**config.mk**
```make
export PLATFORM = sky130hd
export DESIGN_NAME = multicycle_control
export DESIGN_NICKNAME = d
export VERILOG_FILES = /design/src/rtl/multicycle_control.sv
export SDC_FILE = /design/constraint.sdc
export NUM_CORES = 1
export LEC_CHECK = 0
export BUFFER_PORTS_ARGS = -buffer_cell sky130_fd_sc_hd__buf_4
export CORE_MARGIN = 8
export CORE_UTILIZATION = 25
export CTS_CLUSTER_SIZE = 40
export DETAILED_ROUTE_END_ITERATION = 16
export PLACE_DENSITY = 0.55
export SYNTH_ARGS = -nofsm -noshare
export SYNTH_HDL_FRONTEND = slang
export SYNTH_SLANG_ARGS = --single-unit
```
**constraint.sdc**
```tcl
create_clock -name clk -period 1.6 [get_ports clk]
set_input_delay 0.24 -clock clk [delete_from_list [all_inputs] [get_ports clk]]
set_output_delay 0.24 -clock clk [all_outputs]
set_load 0.01 [all_outputs]
```
**src/rtl/multicycle_control.sv**
```systemverilog
// Main control FSM for the multicycle MIPS datapath: sequences one instruction
// over 3-5 cycles and decodes every datapath select and write enable from state.
module multicycle_control #(
   parameter int W_STATE  = 4,
   parameter int OP_WIDTH = 6
) (
   input  logic                clk,
   input  logic                rst,
   input  logic [OP_WIDTH-1:0] opcode,
   input  logic                mem_ready,
   output logic                pcwrite,
   output logic                branch,
   output logic                iord,
   output logic                memwrite,
   output logic                irwrite,
   output logic                regdst,
   output logic                memtoreg,
   output logic                regwrite,
   output logic                alusrca,
   output logic [1:0]          alusrcb,
   output logic [1:0]          aluop,
   output logic [1:0]          pcsrc,
   output logic                instr_done,
   output logic                illegal_op,
   output logic [W_STATE-1:0]  state
);

   typedef enum logic [3:0] {
      S_FETCH  = 4'd0,
      S_DECODE = 4'd1,
      S_MEMADR = 4'd2,
      S_MEMRD  = 4'd3,
      S_MEMWB  = 4'd4,
      S_MEMWR  = 4'd5,
      S_EXEC   = 4'd6,
      S_ALUWB  = 4'd7,
      S_BEQ    = 4'd8,
      S_ADDIEX = 4'd9,
      S_ADDIWB = 4'd10,
      S_JUMP   = 4'd11
   } state_t;

   localparam logic [OP_WIDTH-1:0] OP_R    = OP_WIDTH'(6'b000000);
   localparam logic [OP_WIDTH-1:0] OP_LW   = OP_WIDTH'(6'b100011);
   localparam logic [OP_WIDTH-1:0] OP_SW   = OP_WIDTH'(6'b101011);
   localparam logic [OP_WIDTH-1:0] OP_BEQ  = OP_WIDTH'(6'b000100);
   localparam logic [OP_WIDTH-1:0] OP_ADDI = OP_WIDTH'(6'b001000);
   localparam logic [OP_WIDTH-1:0] OP_J    = OP_WIDTH'(6'b000010);

   state_t state_q, state_d;

   always_ff @(posedge clk) begin
      if (rst) state_q <= S_FETCH;
      else     state_q <= state_d;
   end

   assign state = W_STATE'(state_q);

   always_comb begin
      state_d    = S_FETCH;
      pcwrite    = 1'b0;
      branch     = 1'b0;
      iord       = 1'b0;
      memwrite   = 1'b0;
      irwrite    = 1'b0;
      regdst     = 1'b0;
      memtoreg   = 1'b0;
      regwrite   = 1'b0;
      alusrca    = 1'b0;
      alusrcb    = 2'b00;
      aluop      = 2'b00;
      pcsrc      = 2'b00;
      instr_done = 1'b0;
      illegal_op = 1'b0;

      case (state_q)
         S_FETCH: begin
            alusrcb = 2'b01;
            irwrite = mem_ready;
            pcwrite = mem_ready;
            state_d = mem_ready ? S_DECODE : S_FETCH;
         end
         S_DECODE: begin
            // ALU precomputes the branch target while the opcode is decoded
            alusrcb = 2'b11;
            case (opcode)
               OP_LW, OP_SW: state_d = S_MEMADR;
               OP_R:         state_d = S_EXEC;
               OP_BEQ:       state_d = S_BEQ;
               OP_ADDI:      state_d = S_ADDIEX;
               OP_J:         state_d = S_JUMP;
               default: begin
                  illegal_op = 1'b1;
                  state_d    = S_FETCH;
               end
            endcase
         end
         S_MEMADR: begin
            alusrca = 1'b1;
            alusrcb = 2'b10;
            state_d = (opcode == OP_LW) ? S_MEMRD : S_MEMWR;
         end
         S_MEMRD: begin
            iord    = 1'b1;
            state_d = mem_ready ? S_MEMWB : S_MEMRD;
         end
         S_MEMWB: begin
            memtoreg   = 1'b1;
            regwrite   = 1'b1;
            instr_done = 1'b1;
         end
         S_MEMWR: begin
            iord       = 1'b1;
            memwrite   = 1'b1;
            instr_done = mem_ready;
            state_d    = mem_ready ? S_FETCH : S_MEMWR;
         end
         S_EXEC: begin
            alusrca = 1'b1;
            aluop   = 2'b10;
            state_d = S_ALUWB;
         end
         S_ALUWB: begin
            regdst     = 1'b1;
            regwrite   = 1'b1;
            instr_done = 1'b1;
         end
         S_BEQ: begin
            alusrca    = 1'b1;
            aluop      = 2'b01;
            pcsrc      = 2'b01;
            branch     = 1'b1;
            instr_done = 1'b1;
         end
         S_ADDIEX: begin
            alusrca = 1'b1;
            alusrcb = 2'b10;
            state_d = S_ADDIWB;
         end
         S_ADDIWB: begin
            regwrite   = 1'b1;
            instr_done = 1'b1;
         end
         S_JUMP: begin
            pcsrc      = 2'b10;
            pcwrite    = 1'b1;
            instr_done = 1'b1;
         end
         default: state_d = S_FETCH;
      endcase
   end

endmodule

```
==> results of run 1 <==
==> cell usage in the layout (no fill, tap or decap), types with 4 or more instances in the layout <==
cell / netlist / final
nor3_1: 7 / 5
o21ai_0: 4 / 4
dfxtp_4: 0 / 4
buf_4: 1 / 38
nor2_1: 6 / 5
nand2_1: 6 / 5
buf_6: 1 / 6
==> area by class of cell <==
class	instances	share of cell area
clock buffer	3	0.02419
tap	27	0.03629
inverter	1	0.004032
timing repair buffer	44	0.3790
sequential	4	0.1022
multi-input combinational	64	0.4543
==> per-stage QoR <==
step             util  power, mW  hold slack (ns)  setup slack [ns]  instances
2_1_floorplan       -     0.1557           0.3297           0.05188         75
6_report       0.4794     0.3573           0.1696          -0.08431        143
3_5_place_dp   0.4207     0.2185           0.4321           -0.1438        137
5_1_grt        0.4794     0.3837           0.1567           -0.1162        143
3_3_place_gp   0.4207     0.2181           0.4292           -0.1110        137
4_1_cts        0.4536     0.3629           0.1647          -0.07336        141
==> power by group through the flow <==
stage	clock network (mW)	registers (mW)	logic, mW
2_1_floorplan	0	0.108	0.0480
3_3_place_gp	0	0.108	0.110
3_5_place_dp	0	0.109	0.110
4_1_cts	0.142	0.106	0.116
5_1_grt	0.154	0.102	0.128
6_report	0.137	0.102	0.119
==> what timing repair did <==
action                     in CTS  in global routing
pin swaps                       2                  0
buffers inserted                1                  2
gates resized for setup        11                 11
setup endpoints to repair       6                  5
==> worst paths after layout <==
path	startpoint	end	slack, ns
hold reg to reg	state[3]	state[1]	0.62
setup reg to reg	state[0]	state[0]	0.32
setup / recovery	opcode[5]	illegal_op	-0.08
hold / removal	rst	state[3]	0.17
==> metal layers <==
layer,vias to the layer above,GRT usage,wire length [um]
met2,33,0.1627,823
met1,303,0.1187,895
met3,5,0.04384,160
met4,0,0.04983,30
li1,371,-,-
met5,-,0,0
==> worst register-to-register path, cell delays in order, from the launching register on <==
cell,delay [ns]
dfxtp_4,0.38
buf_4,0.14
o21ai_0,0.10
a221oi_1,0.28
o22ai_1,0.11
and2_1,0.16
==> cells in the mapped netlist, types with 2 or more instances <==
master / n
nor2b_1: 3
a21oi_1: 2
dfxtp_1: 4
nor2_1: 6
nor4_1: 3
o21ai_0: 4
xor2_1: 2
nor3_1: 7
clkbuf_1: 3
a21o_1: 3
and3_1: 2
nand2b_1: 4
nand3_1: 2
nand2_1: 6
==> kinds of logic after synthesis <==
| group | Yosys count |
|---|---|
| compound gates | 19 |
| xor+xnor | 3 |
| buf+inv | 7 |
| flops | 4 |
| mux | 1 |
| simple gates | 41 |
==> run_summary.xml, run 1 <==
<?xml version="1.0" encoding="UTF-8"?>
<metrics>
  <group name="status">
    <metric name="status" unit="">finished with violations</metric>
    <metric name="violations" unit="">negative setup slack</metric>
  </group>
  <group name="synthesis">
    <metric name="yosys.area_share.xor_xnor" unit="">0.05147</metric>
    <metric name="dominant_combinational_cell_family_by_area_after_synthesis" unit="">simple AND/OR/NAND/NOR gates</metric>
    <metric name="syn-mean-instance-area" unit="um^2">6.807</metric>
    <metric name="synth_compound_area_frac" unit="">0.2574</metric>
    <metric name="synth-async-reset-ratio" unit="">0</metric>
    <metric name="synthCells" unit="">75</metric>
    <metric name="synth_adder_area_share" unit="">0</metric>
    <metric name="synth_edf_count" unit="">0</metric>
    <metric name="synth_ff_type" unit="">dfxtp_1</metric>
    <metric name="synth_top_area_cell" unit="">dfxtp_1</metric>
    <metric name="synth-warning-count" unit="">0</metric>
    <metric name="post_synth_num_cell_types" unit="">38</metric>
    <metric name="synth_fp_nets" unit="">84</metric>
    <metric name="yosysSeqAreaShare" unit="">0.1569</metric>
    <metric name="synth-simple-area-share" unit="">0.4387</metric>
    <metric name="synth_seq_cells" unit="">4</metric>
    <metric name="muxShareOfSynthArea" unit="">0.01961</metric>
    <metric name="largest_cells_by_area_after_synthesis" unit="">dfxtp_1 (16%), nor3_1 (6.9%), nand2b_1 (4.9%)</metric>
    <metric name="synth_top_area_share" unit="">0.1569</metric>
    <metric name="syn-cell-area" unit="um^2">510.5</metric>
  </group>
  <group name="detailed_routing">
    <metric name="detailedRoute.firstPassIterationCount" unit="">4</metric>
    <metric name="drt-wirelength-per-cell" unit="um">13.36</metric>
    <metric name="routed_wl" unit="um">1910</metric>
    <metric name="drc" unit="">0</metric>
    <metric name="antenna_violating_nets_post_route" unit="">0</metric>
    <metric name="dr.first_iter.drc_count" unit="">11</metric>
    <metric name="via_count" unit="">712</metric>
    <metric name="avgViaCountPerCell" unit="">4.979</metric>
  </group>
  <group name="floorplan">
    <metric name="initial_utilization" unit="">0.2629</metric>
    <metric name="io_pins" unit="">30</metric>
    <metric name="die_h" unit="um">61.19</metric>
    <metric name="die_width" unit="um">61.19</metric>
    <metric name="core" unit="mm^2">0.001942</metric>
    <metric name="dieArea" unit="mm^2">0.003744</metric>
    <metric name="std_cell_rows" unit="">16</metric>
  </group>
  <group name="power_and_ir_drop">
    <metric name="power_share_of_the_sequential_group" unit="">0.286</metric>
    <metric name="power.switching_fraction" unit="">0.3066</metric>
    <metric name="share_comb_of_total_power" unit="">0.332</metric>
    <metric name="power.density" unit="mW/mm^2">383.8</metric>
    <metric name="peak_supply_drop" unit="uV">374.0</metric>
    <metric name="netSwitchingPower" unit="mW">0.1095</metric>
    <metric name="clkPwrFrac" unit="">0.382</metric>
    <metric name="cell_internal_pwr" unit="mW">0.2477</metric>
    <metric name="total_leakage_power" unit="nW">0.4289</metric>
  </group>
  <group name="timing">
    <metric name="post-route-period-util" unit="">1.053</metric>
    <metric name="slew_viol_final" unit="">0</metric>
    <metric name="setup_ws" unit="ns">-0.08431</metric>
    <metric name="tightest_slew" unit="ns">0.4381</metric>
    <metric name="layout_min_cycle_time" unit="ns">1.684</metric>
    <metric name="grt_setup_unrepaired" unit="">yes</metric>
    <metric name="maxClockFrequency" unit="GHz">0.5937</metric>
    <metric name="worst_relative_slew_slack" unit="">0.7053</metric>
    <metric name="finalSetupViolCount" unit="">1</metric>
    <metric name="skew" unit="ns">0.007464</metric>
    <metric name="final_hold_violations" unit="">0</metric>
    <metric name="setup-tns-final" unit="ns">-0.08431</metric>
  </group>
  <group name="cells_and_area">
    <metric name="multi_input_area" unit="um^2">422.9</metric>
    <metric name="ff_latch_area" unit="um^2">95.09</metric>
    <metric name="layout.cell_area.non_filler" unit="um^2">930.9</metric>
    <metric name="largest_register_ff_count" unit="">4</metric>
    <metric name="fraction_of_layout_instances_using_a_drive_strength_above_1" unit="">0.5172</metric>
    <metric name="synthToLayoutAreaGrowth" unit="%">82.35</metric>
    <metric name="diodes" unit="">0</metric>
    <metric name="filler_cell_count" unit="">199</metric>
    <metric name="nNetsFinal" unit="">127</metric>
  </group>
  <group name="critical_path">
    <metric name="number_of_gates_on_the_worst_path_with_buffers_counted" unit="">5</metric>
    <metric name="critPathArrivalTime" unit="ns">1.44</metric>
    <metric name="path_delay_family" unit="">simple AND/OR/NAND/NOR gates</metric>
    <metric name="timing.critical_path.to_type" unit="">output port</metric>
    <metric name="required" unit="ns">1.36</metric>
    <metric name="maximum_fanout_encountered_on_the_critical_timing_path" unit="">2</metric>
    <metric name="path_class" unit="">input port to output port</metric>
    <metric name="worst-r2r-cell-count" unit="">5</metric>
    <metric name="setup.worst_path.start_class" unit="">input port</metric>
    <metric name="crit_path_cell_trace" unit="">buf_6, or4_4, a211o_1, and4_1, buf_6</metric>
    <metric name="cp_bufs_invs" unit="">2</metric>
    <metric name="cpPeakStageDelay" unit="ns">0.51</metric>
    <metric name="crit_path_frequent_cell" unit="">buf_6</metric>
    <metric name="critPathSlowestCell" unit="">or4_4</metric>
  </group>
  <group name="grt">
    <metric name="pin_count_of_the_biggest_net_entering_global_routing" unit="">12</metric>
    <metric name="grt_pass1_wl" unit="um">2911</metric>
    <metric name="vias_in_the_first_global_route" unit="">662</metric>
    <metric name="overflow_left_after_global_routing" unit="">0</metric>
    <metric name="grt_util_all_layers" unit="">0.1040</metric>
    <metric name="grt_antenna_before_repair" unit="">0</metric>
  </group>
  <group name="place">
    <metric name="placement.io_buffers" unit="">29</metric>
    <metric name="place_congestion" unit="">0.8422</metric>
    <metric name="dpl_cell_area" unit="um^2">817.0</metric>
    <metric name="detailedPlacementHpwl" unit="um">1407</metric>
  </group>
  <group name="job">
    <metric name="max_cap_viol_count" unit="">0</metric>
  </group>
  <group name="clock_network">
    <metric name="clk_root_buffer_cell" unit="">clkbuf_4</metric>
    <metric name="number_of_hold_buffers_added_after_cts" unit="">0</metric>
    <metric name="cts_htree_levels" unit="">1</metric>
    <metric name="numClockSinks" unit="">4</metric>
    <metric name="clock_transition_at_the_registers_of_the_reported_paths" unit="ns">0.04</metric>
    <metric name="clk_path_buf_depth" unit="">2</metric>
    <metric name="clock_tree_from_tritoncts" unit="">done</metric>
    <metric name="tritoncts.num_buffers" unit="">3</metric>
    <metric name="insertion_delay" unit="ns">0.25</metric>
  </group>
  <group name="worst_hold_path">
    <metric name="holdCritPathClass" unit="">input port to flop</metric>
    <metric name="min_delay_path_depth" unit="">2</metric>
  </group>
</metrics>
(Power assumes the default switching activity.)
==> run 2, diff against run 1 <==
--- a/config.mk
+++ b/config.mk
@@ -6,11 +6,12 @@
 export NUM_CORES = 1
 export LEC_CHECK = 0
 export BUFFER_PORTS_ARGS = -buffer_cell sky130_fd_sc_hd__buf_4
-export CORE_MARGIN = 8
-export CORE_UTILIZATION = 25
+export CORE_AREA = 8 8 45 47
 export CTS_CLUSTER_SIZE = 40
 export DETAILED_ROUTE_END_ITERATION = 16
-export PLACE_DENSITY = 0.55
+export DIE_AREA = 0 0 53 55
+export PLACE_DENSITY = 0.76
 export SYNTH_ARGS = -nofsm -noshare
 export SYNTH_HDL_FRONTEND = slang
 export SYNTH_SLANG_ARGS = --single-unit
+export TNS_END_PERCENT = 30
==> run 2 against run 1 <==
Compared with the run above: the flow still finishes with violations (negative setup slack); worst hold slack better by 0.033 ns; via count is 3.7% lower; worst setup slack worse by 0.0010 ns; clock power is 8% lower; sequential share of layout area is 0.28 points higher; critical endpoint unchanged; largest cell class unchanged; largest power group unchanged.
==> run_summary.xml, run 2 (synthesized netlist as in run 1, its figures left out) <==
<?xml version="1.0" encoding="UTF-8"?>
<metrics>
  <group name="status">
    <metric name="status" unit="">finished with violations</metric>
    <metric name="violations" unit="">negative setup slack</metric>
  </group>
  <group name="power_and_ir_drop">
    <metric name="share_comb_of_total_power" unit="">0.319</metric>
    <metric name="power.density" unit="mW/mm^2">398.5</metric>
    <metric name="peak_supply_drop" unit="uV">340.4</metric>
    <metric name="cell_internal_pwr" unit="mW">0.2448</metric>
    <metric name="total_leakage_power" unit="nW">0.3981</metric>
    <metric name="power.switching_fraction" unit="">0.2844</metric>
    <metric name="power_share_of_the_sequential_group" unit="">0.314</metric>
    <metric name="netSwitchingPower" unit="mW">0.09728</metric>
    <metric name="clkPwrFrac" unit="">0.367</metric>
  </group>
  <group name="grt">
    <metric name="pin_count_of_the_biggest_net_entering_global_routing" unit="">14</metric>
    <metric name="grt_pass1_wl" unit="um">2518</metric>
    <metric name="grt_antenna_before_repair" unit="">0</metric>
    <metric name="gr-usage-met1" unit="">0.1077</metric>
    <metric name="groute.layer.met2.usage" unit="">0.2168</metric>
    <metric name="grt_most_used_layer" unit="">met2</metric>
    <metric name="vias_in_the_first_global_route" unit="">606</metric>
    <metric name="grt_util_all_layers" unit="">0.1081</metric>
    <metric name="overflow_left_after_global_routing" unit="">0</metric>
    <metric name="grt_util_met3" unit="">0.01872</metric>
  </group>
  <group name="cells_and_area">
    <metric name="diodes" unit="">0</metric>
    <metric name="largest_register_ff_count" unit="">4</metric>
    <metric name="final_common_cell" unit="">buf_4</metric>
    <metric name="synthToLayoutAreaGrowth" unit="%">68.14</metric>
    <metric name="fin_util" unit="">0.6203</metric>
    <metric name="nNetsFinal" unit="">122</metric>
    <metric name="fraction_of_layout_instances_using_a_drive_strength_above_1" unit="">0.4955</metric>
    <metric name="filler_cell_count" unit="">121</metric>
    <metric name="mostFrequentLayoutCells" unit="">buf_4 (36), nor2_1 (6), nor3_1 (5), nand2_1 (5), o21ai_0 (4)</metric>
  </group>
  <group name="critical_path">
    <metric name="regToRegSetupSlack" unit="ns">0.28</metric>
    <metric name="timing.critical_path.to_type" unit="">output port</metric>
    <metric name="path_class" unit="">input port to output port</metric>
    <metric name="required" unit="ns">1.36</metric>
    <metric name="r2r_end" unit="">state[0]</metric>
    <metric name="critPathArrivalTime" unit="ns">1.45</metric>
    <metric name="worst-r2r-cell-count" unit="">5</metric>
    <metric name="maximum_fanout_encountered_on_the_critical_timing_path" unit="">2</metric>
    <metric name="r2r-start" unit="">state[2]</metric>
    <metric name="setup.worst_path.start_class" unit="">input port</metric>
  </group>
  <group name="detailed_routing">
    <metric name="routed_wl" unit="um">1729</metric>
    <metric name="detailedRoute.firstPassIterationCount" unit="">4</metric>
    <metric name="drc" unit="">0</metric>
    <metric name="drt-wirelength-per-cell" unit="um">13.61</metric>
    <metric name="antenna_violating_nets_post_route" unit="">0</metric>
    <metric name="via_count" unit="">686</metric>
    <metric name="avgViaCountPerCell" unit="">5.402</metric>
    <metric name="dr.first_iter.drc_count" unit="">20</metric>
  </group>
  <group name="timing">
    <metric name="final_hold_violations" unit="">0</metric>
    <metric name="grt_setup_unrepaired" unit="">yes</metric>
    <metric name="layout_min_cycle_time" unit="ns">1.685</metric>
    <metric name="post-route-period-util" unit="">1.053</metric>
    <metric name="worst_relative_slew_slack" unit="">0.7056</metric>
    <metric name="setup_ws" unit="ns">-0.08534</metric>
    <metric name="tightest_slew" unit="ns">0.4305</metric>
    <metric name="slew_viol_final" unit="">0</metric>
    <metric name="maxClockFrequency" unit="GHz">0.5934</metric>
    <metric name="finalSetupViolCount" unit="">1</metric>
    <metric name="setup-tns-final" unit="ns">-0.08534</metric>
    <metric name="skew" unit="ns">0.003475</metric>
  </group>
  <group name="worst_hold_path">
    <metric name="hp-start" unit="">rst</metric>
    <metric name="hold_end" unit="">state[3]</metric>
    <metric name="holdCritPathClass" unit="">input port to flop</metric>
    <metric name="min_delay_path_depth" unit="">2</metric>
  </group>
  <group name="clock_network">
    <metric name="numClockSinks" unit="">4</metric>
    <metric name="insertion_delay" unit="ns">0.24</metric>
    <metric name="clk_root_buffer_cell" unit="">clkbuf_4</metric>
    <metric name="clock_tree_from_tritoncts" unit="">done</metric>
    <metric name="clk_path_buf_depth" unit="">2</metric>
    <metric name="clock_transition_at_the_registers_of_the_reported_paths" unit="ns">0.03</metric>
    <metric name="tritoncts.num_buffers" unit="">3</metric>
    <metric name="cts_htree_levels" unit="">1</metric>
  </group>
  <group name="floorplan">
    <metric name="std_cell_rows" unit="">14</metric>
    <metric name="initial_utilization" unit="">0.3689</metric>
    <metric name="dieArea" unit="mm^2">0.002915</metric>
    <metric name="die_h" unit="um">55</metric>
    <metric name="io_pins" unit="">30</metric>
    <metric name="die_width" unit="um">53</metric>
    <metric name="core" unit="mm^2">0.001384</metric>
  </group>
  <group name="place">
    <metric name="placement.io_buffers" unit="">29</metric>
    <metric name="detailedPlacementHpwl" unit="um">1411</metric>
    <metric name="place_congestion" unit="">0.8253</metric>
  </group>
  <group name="job">
    <metric name="max_cap_viol_count" unit="">0</metric>
  </group>
</metrics>
## run 2: cell count changes in the layout (fill, tap and decap cells not counted), sizes merged
cell  previous run  this run
buf             44        39
## run 2: how the worst max path moves through the flow
stage                     slack [ns]    endpoint      start  depth (start not counted)
after floorplan                 0.05  illegal_op  opcode[3]                          4
after global placement         -0.14  illegal_op  opcode[1]                          5
after detailed placement       -0.15  illegal_op  opcode[1]                          5
after CTS                      -0.09  illegal_op  opcode[5]                          5
final                          -0.09  illegal_op  opcode[5]                          5
after global routing           -0.10  illegal_op  opcode[5]                          5
## run 2: per-layer routing
metal,vias to the layer above,share of wire
met5,-,0
met4,0,0.0081
met3,2,0.086
met2,24,0.51
met1,310,0.40
li1,350,-
## run 2: power groups by stage
| stage | Clock, mW | Combinational, mW | Sequential [mW] |
|---|---|---|---|
| 6_report | 0.126 | 0.109 | 0.107 |
| 4_1_cts | 0.126 | 0.108 | 0.109 |
| 3_3_place_gp | 0 | 0.101 | 0.110 |
| 3_5_place_dp | 0 | 0.103 | 0.110 |
| 5_1_grt | 0.135 | 0.118 | 0.108 |
| 2_1_floorplan | 0 | 0.0480 | 0.108 |
## run 2: final cells by class
class | instances | area, um^2 | area share
Timing Repair Buffer | 39 | 304.0 | 0.3542
Clock buffer | 3 | 22.52 | 0.02624
Sequential cell | 4 | 90.09 | 0.1050
Multi-Input combinational cell | 64 | 417.9 | 0.4869
Tap cell | 16 | 20.02 | 0.02332
Inverter | 1 | 3.754 | 0.004373
## run 2: repair_timing
action / CTS / global route
buffers inserted: 0 / 0
pin swaps: 2 / 0
gates resized for setup: 7 / 10
setup endpoints to repair: 5 / 9
gates cloned: 0 / 0
hold buffers: 0 / 0
## run 2: stage by stage
step	hold slack (ns)	total power, mW	area, um^2	cells	setup WS (ns)
floorplan	0.3297	0.1557	510.5	75	0.05188
global placement	0.4598	0.2105	788.3	124	-0.1396
detailed placement	0.4559	0.2128	788.3	124	-0.1481
CTS	0.2113	0.3422	830.8	127	-0.08529
global route	0.2015	0.3606	858.3	127	-0.1045
finish	0.2022	0.3421	858.3	127	-0.08534
## run 2: critical path, stage by stage
cell and delay [ns]:
buf_6 0.09, or4_4 0.52, a211o_1 0.27, and4_1 0.21, buf_6 0.12
==> run 3, diff against run 2 <==
--- a/config.mk
+++ b/config.mk
@@ -6,11 +6,14 @@
 export NUM_CORES = 1
 export LEC_CHECK = 0
 export BUFFER_PORTS_ARGS = -buffer_cell sky130_fd_sc_hd__buf_4
-export CORE_AREA = 8 8 45 47
+export CELL_PAD_IN_SITES_DETAIL_PLACEMENT = 0
+export CELL_PAD_IN_SITES_GLOBAL_PLACEMENT = 1
+export CORE_MARGIN = 8
+export CORE_UTILIZATION = 27
 export CTS_CLUSTER_SIZE = 40
 export DETAILED_ROUTE_END_ITERATION = 16
-export DIE_AREA = 0 0 53 55
-export PLACE_DENSITY = 0.76
+export MAX_ROUTING_LAYER = met4
+export PLACE_DENSITY = 0.8
 export SYNTH_ARGS = -nofsm -noshare
 export SYNTH_HDL_FRONTEND = slang
 export SYNTH_SLANG_ARGS = --single-unit
==> run 3 against run 2 <==
Compared with the run above: the run still ends with negative setup slack left; maximum frequency is 1.6% higher; combinational power is 7% higher; non-clock buffer count rose by 4; via count is 3.1% higher; total power fell by 0.68%; worst setup slack gained 0.027 ns; sequential power about the same; critical path type unchanged.
==> run_summary.xml, run 3 (synthesized netlist as in run 1, its figures left out) <==
<?xml version="1.0" encoding="UTF-8"?>
<metrics>
  <group name="floorplan">
    <metric name="dieArea" unit="mm^2">0.003538</metric>
    <metric name="die_width" unit="um">59.48</metric>
    <metric name="std_cell_rows" unit="">15</metric>
    <metric name="die_h" unit="um">59.48</metric>
    <metric name="core" unit="mm^2">0.001745</metric>
    <metric name="initial_utilization" unit="">0.2925</metric>
    <metric name="io_pins" unit="">30</metric>
  </group>
  <group name="detailed_routing">
    <metric name="drt-wirelength-per-cell" unit="um">12.91</metric>
    <metric name="drc" unit="">0</metric>
    <metric name="avgViaCountPerCell" unit="">5.050</metric>
    <metric name="routed_wl" unit="um">1807</metric>
    <metric name="dr.first_iter.drc_count" unit="">8</metric>
    <metric name="via_count" unit="">707</metric>
    <metric name="detailedRoute.firstPassIterationCount" unit="">4</metric>
    <metric name="antenna_violating_nets_post_route" unit="">0</metric>
  </group>
  <group name="cells_and_area">
    <metric name="post_layout_nonfiller_instances" unit="">140</metric>
    <metric name="diodes" unit="">0</metric>
    <metric name="nNetsFinal" unit="">126</metric>
    <metric name="filler_cell_count" unit="">182</metric>
    <metric name="final_common_cell" unit="">buf_4</metric>
    <metric name="largest_register_ff_count" unit="">4</metric>
    <metric name="layout.cell_area.non_filler" unit="um^2">892.1</metric>
    <metric name="multi_input_area" unit="um^2">412.9</metric>
    <metric name="ff_latch_area" unit="um^2">87.58</metric>
    <metric name="synthToLayoutAreaGrowth" unit="%">74.75</metric>
    <metric name="mostFrequentLayoutCells" unit="">buf_4 (40), nor3_1 (5), nor2_1 (5), nand2_1 (5), o21ai_0 (4)</metric>
    <metric name="fraction_of_layout_instances_using_a_drive_strength_above_1" unit="">0.4957</metric>
  </group>
  <group name="place">
    <metric name="pre_cts_ws" unit="ns">-0.1207</metric>
    <metric name="detailedPlacementHpwl" unit="um">1486</metric>
    <metric name="dpl.cell_count" unit="">137</metric>
    <metric name="placement.io_buffers" unit="">29</metric>
    <metric name="dpl_cell_area" unit="um^2">829.5</metric>
    <metric name="place_congestion" unit="">0.7472</metric>
  </group>
  <group name="critical_path">
    <metric name="path_delay_family" unit="">simple AND/OR/NAND/NOR gates</metric>
    <metric name="timing.critical_path.to_type" unit="">output port</metric>
    <metric name="maximum_fanout_encountered_on_the_critical_timing_path" unit="">2</metric>
    <metric name="setup.worst_path.start_class" unit="">input port</metric>
    <metric name="crit_path_frequent_cell" unit="">buf_6</metric>
    <metric name="crit_path_cell_trace" unit="">buf_6, or4_4, a211o_1, and4_1, buf_6</metric>
    <metric name="cp_bufs_invs" unit="">2</metric>
    <metric name="critPathArrivalTime" unit="ns">1.42</metric>
    <metric name="required" unit="ns">1.36</metric>
    <metric name="cpPeakStageDelay" unit="ns">0.51</metric>
    <metric name="critPathSlowestCell" unit="">or4_4</metric>
    <metric name="path_class" unit="">input port to output port</metric>
  </group>
  <group name="timing">
    <metric name="slew_viol_final" unit="">0</metric>
    <metric name="worst_relative_slew_slack" unit="">0.7266</metric>
    <metric name="tightest_slew" unit="ns">0.3998</metric>
    <metric name="final_hold_violations" unit="">0</metric>
    <metric name="maxClockFrequency" unit="GHz">0.6029</metric>
    <metric name="setup_ws" unit="ns">-0.05865</metric>
    <metric name="finalSetupViolCount" unit="">1</metric>
    <metric name="skew" unit="ns">0.005852</metric>
    <metric name="grt_setup_unrepaired" unit="">yes</metric>
    <metric name="layout_min_cycle_time" unit="ns">1.659</metric>
    <metric name="post-route-period-util" unit="">1.037</metric>
  </group>
  <group name="power_and_ir_drop">
    <metric name="cell_internal_pwr" unit="mW">0.2485</metric>
    <metric name="netSwitchingPower" unit="mW">0.09122</metric>
    <metric name="power.switching_fraction" unit="">0.2685</metric>
    <metric name="total_leakage_power" unit="nW">0.4176</metric>
    <metric name="clkPwrFrac" unit="">0.347</metric>
    <metric name="power.density" unit="mW/mm^2">380.8</metric>
    <metric name="power_share_of_the_sequential_group" unit="">0.310</metric>
    <metric name="peak_supply_drop" unit="uV">194.5</metric>
    <metric name="share_comb_of_total_power" unit="">0.343</metric>
    <metric name="total_power" unit="mW">0.3397</metric>
  </group>
  <group name="clock_network">
    <metric name="insertion_delay" unit="ns">0.23</metric>
    <metric name="clk_root_buffer_cell" unit="">clkbuf_4</metric>
    <metric name="numClockSinks" unit="">4</metric>
    <metric name="number_of_hold_buffers_added_after_cts" unit="">0</metric>
    <metric name="post_cts_buffers" unit="">0</metric>
    <metric name="clock_transition_at_the_registers_of_the_reported_paths" unit="ns">0.03</metric>
    <metric name="tritoncts.num_buffers" unit="">3</metric>
    <metric name="cts_htree_levels" unit="">1</metric>
    <metric name="clk_path_buf_depth" unit="">2</metric>
    <metric name="clock_tree_from_tritoncts" unit="">done</metric>
  </group>
  <group name="worst_hold_path">
    <metric name="holdCritPathClass" unit="">input port to flop</metric>
  </group>
  <group name="grt">
    <metric name="grt_pass1_wl" unit="um">2863</metric>
    <metric name="pin_count_of_the_biggest_net_entering_global_routing" unit="">13</metric>
    <metric name="overflow_left_after_global_routing" unit="">0</metric>
    <metric name="vias_in_the_first_global_route" unit="">665</metric>
    <metric name="grt_util_all_layers" unit="">0.1020</metric>
    <metric name="grt_antenna_before_repair" unit="">0</metric>
  </group>
  <group name="job">
    <metric name="max_cap_viol_count" unit="">0</metric>
  </group>
  <group name="status">
    <metric name="status" unit="">finished with violations</metric>
    <metric name="violations" unit="">negative setup slack</metric>
  </group>
</metrics>
run 3: what timing repair did:
item | in CTS | in global routing
endpoints found under the hold margin | 0 | 0
gates resized for setup | 5 | 9
pin swaps | 2 | 0
setup endpoints to repair | 4 | 4
run 3: cell type report:
class                      count  share of cell area
tap                           25             0.03506
sequential                     4             0.09818
clock buffer                   3             0.02525
multi-input combinational     64              0.4628
inverter                       1            0.004208
timing repair buffer          43              0.3745
run 3: worst paths after layout:
kind,start,slack (ns),cells after the start,endpoint
max,opcode[5],-0.06,5,illegal_op
min,rst,0.21,2,state[3]
max reg2reg,state[2],0.25,5,state[0]
min reg2reg,state[0],0.63,2,state[3]
run 3: per-layer routing:
layer  part of all wire  global-route usage  up-vias
li1                   -                   -      363
met1               0.44              0.1107      316
met2               0.48              0.1757       28
met3              0.081             0.02820        0
met4                  0             0.03072        0
met5                  0                   -        -
run 3: stage by stage:
| stage | hold slack (ns) | util | TNS [ns] |
|---|---|---|---|
| CTS | 0.2221 | 0.4968 | -0.05920 |
| global placement | 0.4596 | 0.4753 | -0.1200 |
| global route | 0.2070 | 0.5111 | -0.1013 |
| finish | 0.2109 | 0.5111 | -0.05865 |
| floorplan | 0.3297 | - | 0 |
| detailed placement | 0.4575 | 0.4753 | -0.1207 |
run 3: power by group through the flow:
stage	clock (mW)	sequential, mW	combinational, mW
CTS	0.124	0.106	0.115
detailed placement	0	0.108	0.111
floorplan	0	0.108	0.0480
finish	0.118	0.105	0.117
global placement	0	0.108	0.110
global route	0.127	0.105	0.127
